[src/rtl/matrix_multiply_core_3x3_coef_unpack.sv]
// Coefficient loader for the 3x3 matrix-multiply core: unpacks 5 bus words into a shadow bank
// and commits all 9 coefficients at once. Optional readback port: define MM3X3_COEF_READBACK_EN.
module matrix_multiply_core_3x3_coef_unpack #(
  parameter int COEF_W = 16
) (
  input  logic                  clk,
  input  logic                  rst,
  input  logic [31:0]           word_in,
  input  logic                  word_valid,
  output logic                  word_ready,
  input  logic                  abort,
  output logic [9*COEF_W-1:0]   coef_flat,
  output logic                  coef_update,
  output logic                  busy
`ifdef MM3X3_COEF_READBACK_EN
  ,
  input  logic [2:0]            rd_addr,
  output logic [31:0]           rd_data
`endif
);

  typedef enum logic [1:0] {
    IDLE   = 2'd0,
    FILL   = 2'd1,
    COMMIT = 2'd2
  } state_t;

  state_t               state_q, state_d;
  logic [2:0]           cnt_q, cnt_d;
  logic [COEF_W-1:0]    shadow_q [9];
  logic [9*COEF_W-1:0]  coef_q;
  logic                 upd_q;
  logic                 accept;
  logic                 commit_now;

  // Half-word bits above COEF_W are dropped on purpose (no saturation).
  logic unused_word_bits;
  assign unused_word_bits = ^word_in;

  assign word_ready  = (state_q != COMMIT) && !abort;
  assign accept      = word_valid && word_ready;
  assign commit_now  = (state_q == COMMIT) && !abort;
  assign coef_flat   = coef_q;
  assign coef_update = upd_q;
  assign busy        = (cnt_q != 3'd0) || (state_q == COMMIT);

  // NOTE: every always_comb output gets a default first, so no path can infer a latch.
  always_comb begin
    state_d = state_q;
    cnt_d   = cnt_q;
    if (abort) begin
      state_d = IDLE;
      cnt_d   = 3'd0;
    end else begin
      case (state_q)
        IDLE: begin
          if (accept) begin
            state_d = FILL;
            cnt_d   = 3'd1;
          end
        end
        FILL: begin
          if (accept) begin
            if (cnt_q == 3'd4) begin
              state_d = COMMIT;
              cnt_d   = 3'd0;
            end else begin
              cnt_d = cnt_q + 3'd1;
            end
          end
        end
        COMMIT: begin
          state_d = IDLE;
          cnt_d   = 3'd0;
        end
        default: begin
          state_d = IDLE;
          cnt_d   = 3'd0;
        end
      endcase
    end
  end

  // NOTE: sequential state uses non-blocking assignments only, so every flop samples pre-edge values.
  always_ff @(posedge clk) begin
    if (rst) begin
      state_q <= IDLE;
      cnt_q   <= 3'd0;
    end else begin
      state_q <= state_d;
      cnt_q   <= cnt_d;
    end
  end

  // NOTE: the shadow bank is reset too, so a fresh part never holds X coefficients.
  always_ff @(posedge clk) begin
    if (rst) begin
      for (int i = 0; i < 9; i++) shadow_q[i] <= '0;
    end else if (accept) begin
      for (int k = 0; k < 5; k++) begin
        if (cnt_q == 3'(k)) begin
          shadow_q[2*k] <= word_in[COEF_W-1:0];
          if (k < 4) shadow_q[2*k+1] <= word_in[16 +: COEF_W];
        end
      end
    end
  end

  // All 9 coefficients move together on the commit edge; an abort here cancels it.
  always_ff @(posedge clk) begin
    if (rst) begin
      coef_q <= '0;
      upd_q  <= 1'b0;
    end else begin
      upd_q <= commit_now;
      if (commit_now) begin
        for (int i = 0; i < 9; i++) coef_q[i*COEF_W +: COEF_W] <= shadow_q[i];
      end
    end
  end

`ifdef MM3X3_COEF_READBACK_EN
  logic [31:0] rd_d, rd_q;

  function automatic logic [15:0] sext(input logic [COEF_W-1:0] c);
    logic signed [COEF_W-1:0] s;
    s = c;
    return 16'(s);
  endfunction

  // Reads the active bank, so a read in the commit cycle still sees the old set.
  always_comb begin
    rd_d = '0;
    for (int a = 0; a < 5; a++) begin
      if (rd_addr == 3'(a)) begin
        rd_d[15:0] = sext(coef_q[(2*a)*COEF_W +: COEF_W]);
        if (a < 4) rd_d[31:16] = sext(coef_q[(2*a+1)*COEF_W +: COEF_W]);
      end
    end
  end

  always_ff @(posedge clk) begin
    if (rst) rd_q <= '0;
    else     rd_q <= rd_d;
  end

  assign rd_data = rd_q;
`endif

endmodule

[config.mk]
export PLATFORM = sky130hd
export DESIGN_NAME = matrix_multiply_core_3x3_coef_unpack
export DESIGN_NICKNAME = d
export VERILOG_FILES = /design/src/rtl/matrix_multiply_core_3x3_coef_unpack.sv
export SDC_FILE = /design/constraint.sdc
export NUM_CORES = 1
export LEC_CHECK = 0
export CORE_MARGIN = 5
export CORE_UTILIZATION = 25
export CTS_BUF_LIST = sky130_fd_sc_hd__clkbuf_8
export CTS_CLUSTER_SIZE = 40
export DETAILED_ROUTE_END_ITERATION = 16
export PLACE_DENSITY = 0.42
export SYNTH_ARGS = -nofsm -noshare
export SYNTH_HDL_FRONTEND = slang
export SYNTH_SLANG_ARGS = --single-unit
[constraint.sdc]
create_clock -name clk -period 3.41 [get_ports clk]
set_clock_uncertainty 0.15 [all_clocks]
set_input_delay 0.682 -clock clk [delete_from_list [all_inputs] [get_ports clk]]
set_output_delay 0.682 -clock clk [all_outputs]
set_load 0.05 [all_outputs]
==> flow_results.org <==
** Routing
- Once detail routing completed, the nets flagged for antenna violations numbered 0.
- The pre-antenna-repair detailed-routing pass consisted of 4 iterations.
- In the routed layout, each cell is associated on average with a via count of between 4 and 5.
- Summed over all layers, the routed wires come to 29.6 mm.
- Routed vias :: 6,812
- Residual DRC :: 0
- Post-detailed-route wirelength per cell :: approximately 18 um
- In this run, the number of DRC markers left after iteration 0 of detailed routing was roughly 440.

** Synthesis
- Yosys mapped the design onto 30 distinct sky130hd cell types.
- The most common cell in the synthesized netlist is sky130_fd_sc_hd__nand2_1.
- After synthesis, the most frequently instantiated cells are sky130_fd_sc_hd__nand2_1 (290), sky130_fd_sc_hd__dfxtp_1 (150), sky130_fd_sc_hd__a21oi_1 (144), sky130_fd_sc_hd__edfxtp_1 (144).
- Counting flops and latches in the post-synthesis netlist gives between 200 and 300.
- For this run, asynchronously set or reset flops after synthesis account for 0%.
- For this run, the register share of the synthesized area comes to roughly three quarters.
- Cell type contributing the most total cell area after synthesis :: sky130_fd_sc_hd__edfxtp_1
- Area fraction of the dominant cell type after synthesis :: between 40% and 50%
- Post-Synthesis Net Count :: 894
- Yosys printed 0 warnings.
- Yosys attributes the largest share of cell area to sky130_fd_sc_hd__edfxtp_1 (44%), sky130_fd_sc_hd__dfxtp_1 (30%), sky130_fd_sc_hd__nand2_1 (11%), sky130_fd_sc_hd__a21oi_1 (7.3%), sky130_fd_sc_hd__and2_1 (2.0%).
- Primary FF master, synth :: sky130_fd_sc_hd__dfxtp_1
- After synthesis, the mean cell area works out to ~12 sq um.
- Post-synthesis instance area :: between 0.009 and 0.01 sq mm
- Counting flops with a built-in enable in the synthesized netlist gives about 140.
- Synthesis handed over a netlist of approximately 850 instances.

** Power
- Leak Pwr :: around 4.5 nW
- Final total power :: 7.00 mW
- In this run the power density over the cells is around 530 mW/mm^2.
- Worst vdd ir :: 0.000272 V

** Global route
- The number of global-route vias before repair is roughly 7,000.
- Wire length of the first global-routing pass :: between 40 and 50 mm
- Total overflow reported by the global router :: 0
- Global routing consumed, over all layers together, around an eighth of the routing resources.
- Antenna violations before repair :: 1
- Pin count of the biggest net entering global routing :: roughly 150

** Place
- In this run, placement finished with an instance count of around 1,500.
- Post-placement worst setup slack :: just over 0.5 ns
- Routability congestion estimate :: approximately 0.77
- The count of buffers added on input and output ports is roughly 180.
- Once detailed placement completed, the half-perimeter wirelength came to slightly below 20 mm.

** Floorplan
- ~180 I/O pins were placed.
- The core region is ~0.039 sq mm.
- The die covers 0.0437 sq mm.
- The floorplan step set the die height to 209 um.
- The die is ~210 um wide.
- For this configuration, the core starts out at a cell density of about a quarter.
- Standard-cell rows :: 73

** Worst setup path
- Largest fanout of any net on the critical path :: 6
- STA classifies the critical path startpoint as a flip-flop.
- Critical Path RT :: between 2 and 3 ns
- Classification of the worst setup path :: flip-flop to output port
- The critical path starts at cnt_q[0].
- The worst register-to-register path begins at cnt_q[0].
- Worst Setup End Kind :: output port
- Data arrival at the endpoint of the critical path :: roughly 2.3 ns

** Timing
- Setup Viol. Count Final :: 0
- Slew at the pin closest to its max-slew limit :: 0.840 ns
- After layout, the worst setup slack is around 0.26 ns.
- Min cycle time layout :: 3.15 ns
- Headroom to the max-slew limit came out at a little over two fifths.
- Part of the cycle the worst path needs :: between 90 and 100%
- Number of endpoints with negative hold slack in the final report :: 0
- Setup TNS :: 0 ns
- Setup repair after global routing left no endpoint under its margin.
- Timing would allow up to approximately 320 MHz.
- Number of pins with negative max-slew slack in the final report :: 0

** Layout
- Post-layout utilization of the core :: 33.6%
- In the final layout, the share of cells above drive strength 1 is under 10%.
- The repair_antennas step left the layout with diodes totalling 0.
- Final nets :: roughly 1,100
- The finished layout holds ~1,600 standard cells, fillers aside.
- Area added between synthesis and finish :: 34.0%

** CTS
- No sink is reached through more buffers than the 3 on the longest clock path.
- Clock insertion delay at the later pin of the skew report :: 0.57 ns
- TritonCTS built the clock tree.
- The cell sitting at the root of the clock tree is a sky130_fd_sc_hd__clkbuf_8.
- The tree built by TritonCTS fans out to between 200 and 300 sinks.
- The number of clock buffers added by TritonCTS is 50.
- In this run the number of H-tree levels came out at 2.
- Post-CTS timing repair inserted 0 buffers for setup.
- In this run, post-CTS repair resized a total of 0 instances.
- After clock tree synthesis, the flow added hold-fix buffers numbering 0.
- CTS clock-pin slew for the worst setup and hold paths :: 0.06 ns

** Status
- The run finished with clean final reports.

** Min path
- Kind of path behind the tightest hold check :: flip-flop to flip-flop
- Worst min-delay path startpoint :: coef_flat[12]

** Flow run
- Number of max-capacitance violations reported :: 0
## layout make-up
class | instances | area [sq um]
Sequential cell | 294 | 7330
Inverter | 4 | 15.0
Fill cell | 4123 | 26200
Clock buffer | 55 | 757
Clock inverter | 39 | 188
Tap cell | 525 | 657
Multi-Input combinational cell | 503 | 2310
Timing Repair Buffer | 197 | 2020
## final timing paths
path / depth (start not counted) / slack (ns) / end
hold / removal: 2 / 0.30 / coef_flat[12]
hold reg to reg: 2 / 0.30 / coef_flat[12]
setup reg to reg: 6 / 1.24 / shadow_q[0][33]
setup / recovery: 4 / 0.26 / busy
## registers in the layout (all words and copies together) (netlist names)
signal,cells
cnt_q,3
coef_flat,144
coef_update,1
shadow_q,144
state_q,2
## worst max-delay path, cell delays in order (launching register included)
cell	delay, ns
sky130_fd_sc_hd__dfxtp_1	0.39
sky130_fd_sc_hd__inv_1	0.10
sky130_fd_sc_hd__ha_1	0.29
sky130_fd_sc_hd__nand3_1	0.15
sky130_fd_sc_hd__clkdlybuf4s50_1	0.82
## cells by family (layout without fill, tap and decap cells)
| kind of cell | Yosys count | after routing | synth area share, % |
|---|---|---|---|
| adders and majority gates | 5 | 5 | 0.632 |
| buffers and inverters | 56 | 295 | 2.82 |
| DFF | 294 | 294 | 74.0 |
| AOI/OAI and AO/OA | 155 | 155 | 8.39 |
| and+or+nand+nor | 343 | 343 | 14.2 |
## report_power, final
part           internal, mW  switching (mW)  total (mW)
Clock                  1.56            1.41        2.97
Sequential             3.80          0.0406        3.84
Combinational        0.0682           0.126       0.194
Total                  5.42            1.58        7.00
## metrics by stage
step	instance area, sq um	hold slack (ns)
after global placement	12300	0.294
after global routing	13300	0.321
final	13300	0.302
after CTS	13300	0.304
after floorplan	9910	0.321
after detailed placement	12300	0.296
## cell usage in the layout, fill, tap and decap left out
master	instances
sky130_fd_sc_hd__a32o_1	1
sky130_fd_sc_hd__inv_6	1
sky130_fd_sc_hd__inv_1	31
sky130_fd_sc_hd__and2_1	32
sky130_fd_sc_hd__clkbuf_8	55
sky130_fd_sc_hd__a31o_2	1
sky130_fd_sc_hd__or2_4	1
sky130_fd_sc_hd__buf_4	10
sky130_fd_sc_hd__a41o_2	1
sky130_fd_sc_hd__clkinvlp_4	2
sky130_fd_sc_hd__ha_1	5
sky130_fd_sc_hd__nand2b_1	1
sky130_fd_sc_hd__a21oi_1	144
sky130_fd_sc_hd__a41o_1	1
sky130_fd_sc_hd__a2111oi_4	1
sky130_fd_sc_hd__o21bai_1	1
sky130_fd_sc_hd__nand2_1	290
sky130_fd_sc_hd__nand3_1	1
sky130_fd_sc_hd__clkdlybuf4s50_1	180
sky130_fd_sc_hd__bufinv_16	1
sky130_fd_sc_hd__nor2b_1	2
sky130_fd_sc_hd__a311oi_1	1
sky130_fd_sc_hd__nor2_1	9
sky130_fd_sc_hd__buf_12	7
sky130_fd_sc_hd__nand4_1	1
sky130_fd_sc_hd__a21o_2	3
sky130_fd_sc_hd__edfxtp_1	144
sky130_fd_sc_hd__or3_1	1
sky130_fd_sc_hd__clkinv_2	2
sky130_fd_sc_hd__clkinv_1	6
sky130_fd_sc_hd__nor4_1	2
sky130_fd_sc_hd__and4b_1	1
sky130_fd_sc_hd__nor3b_2	1
sky130_fd_sc_hd__o21ai_0	1
sky130_fd_sc_hd__dfxtp_1	150
sky130_fd_sc_hd__or3b_4	1
## metal layers
metal  up-vias  wire length, um  track usage, %
li1       3287                -               -
met1      3307            14500            18.8
met2       185            13200            20.0
met3        33             1500            3.33
met4         0              413            3.04
met5         -                0               0
Power figures use the tool's default switching activity.
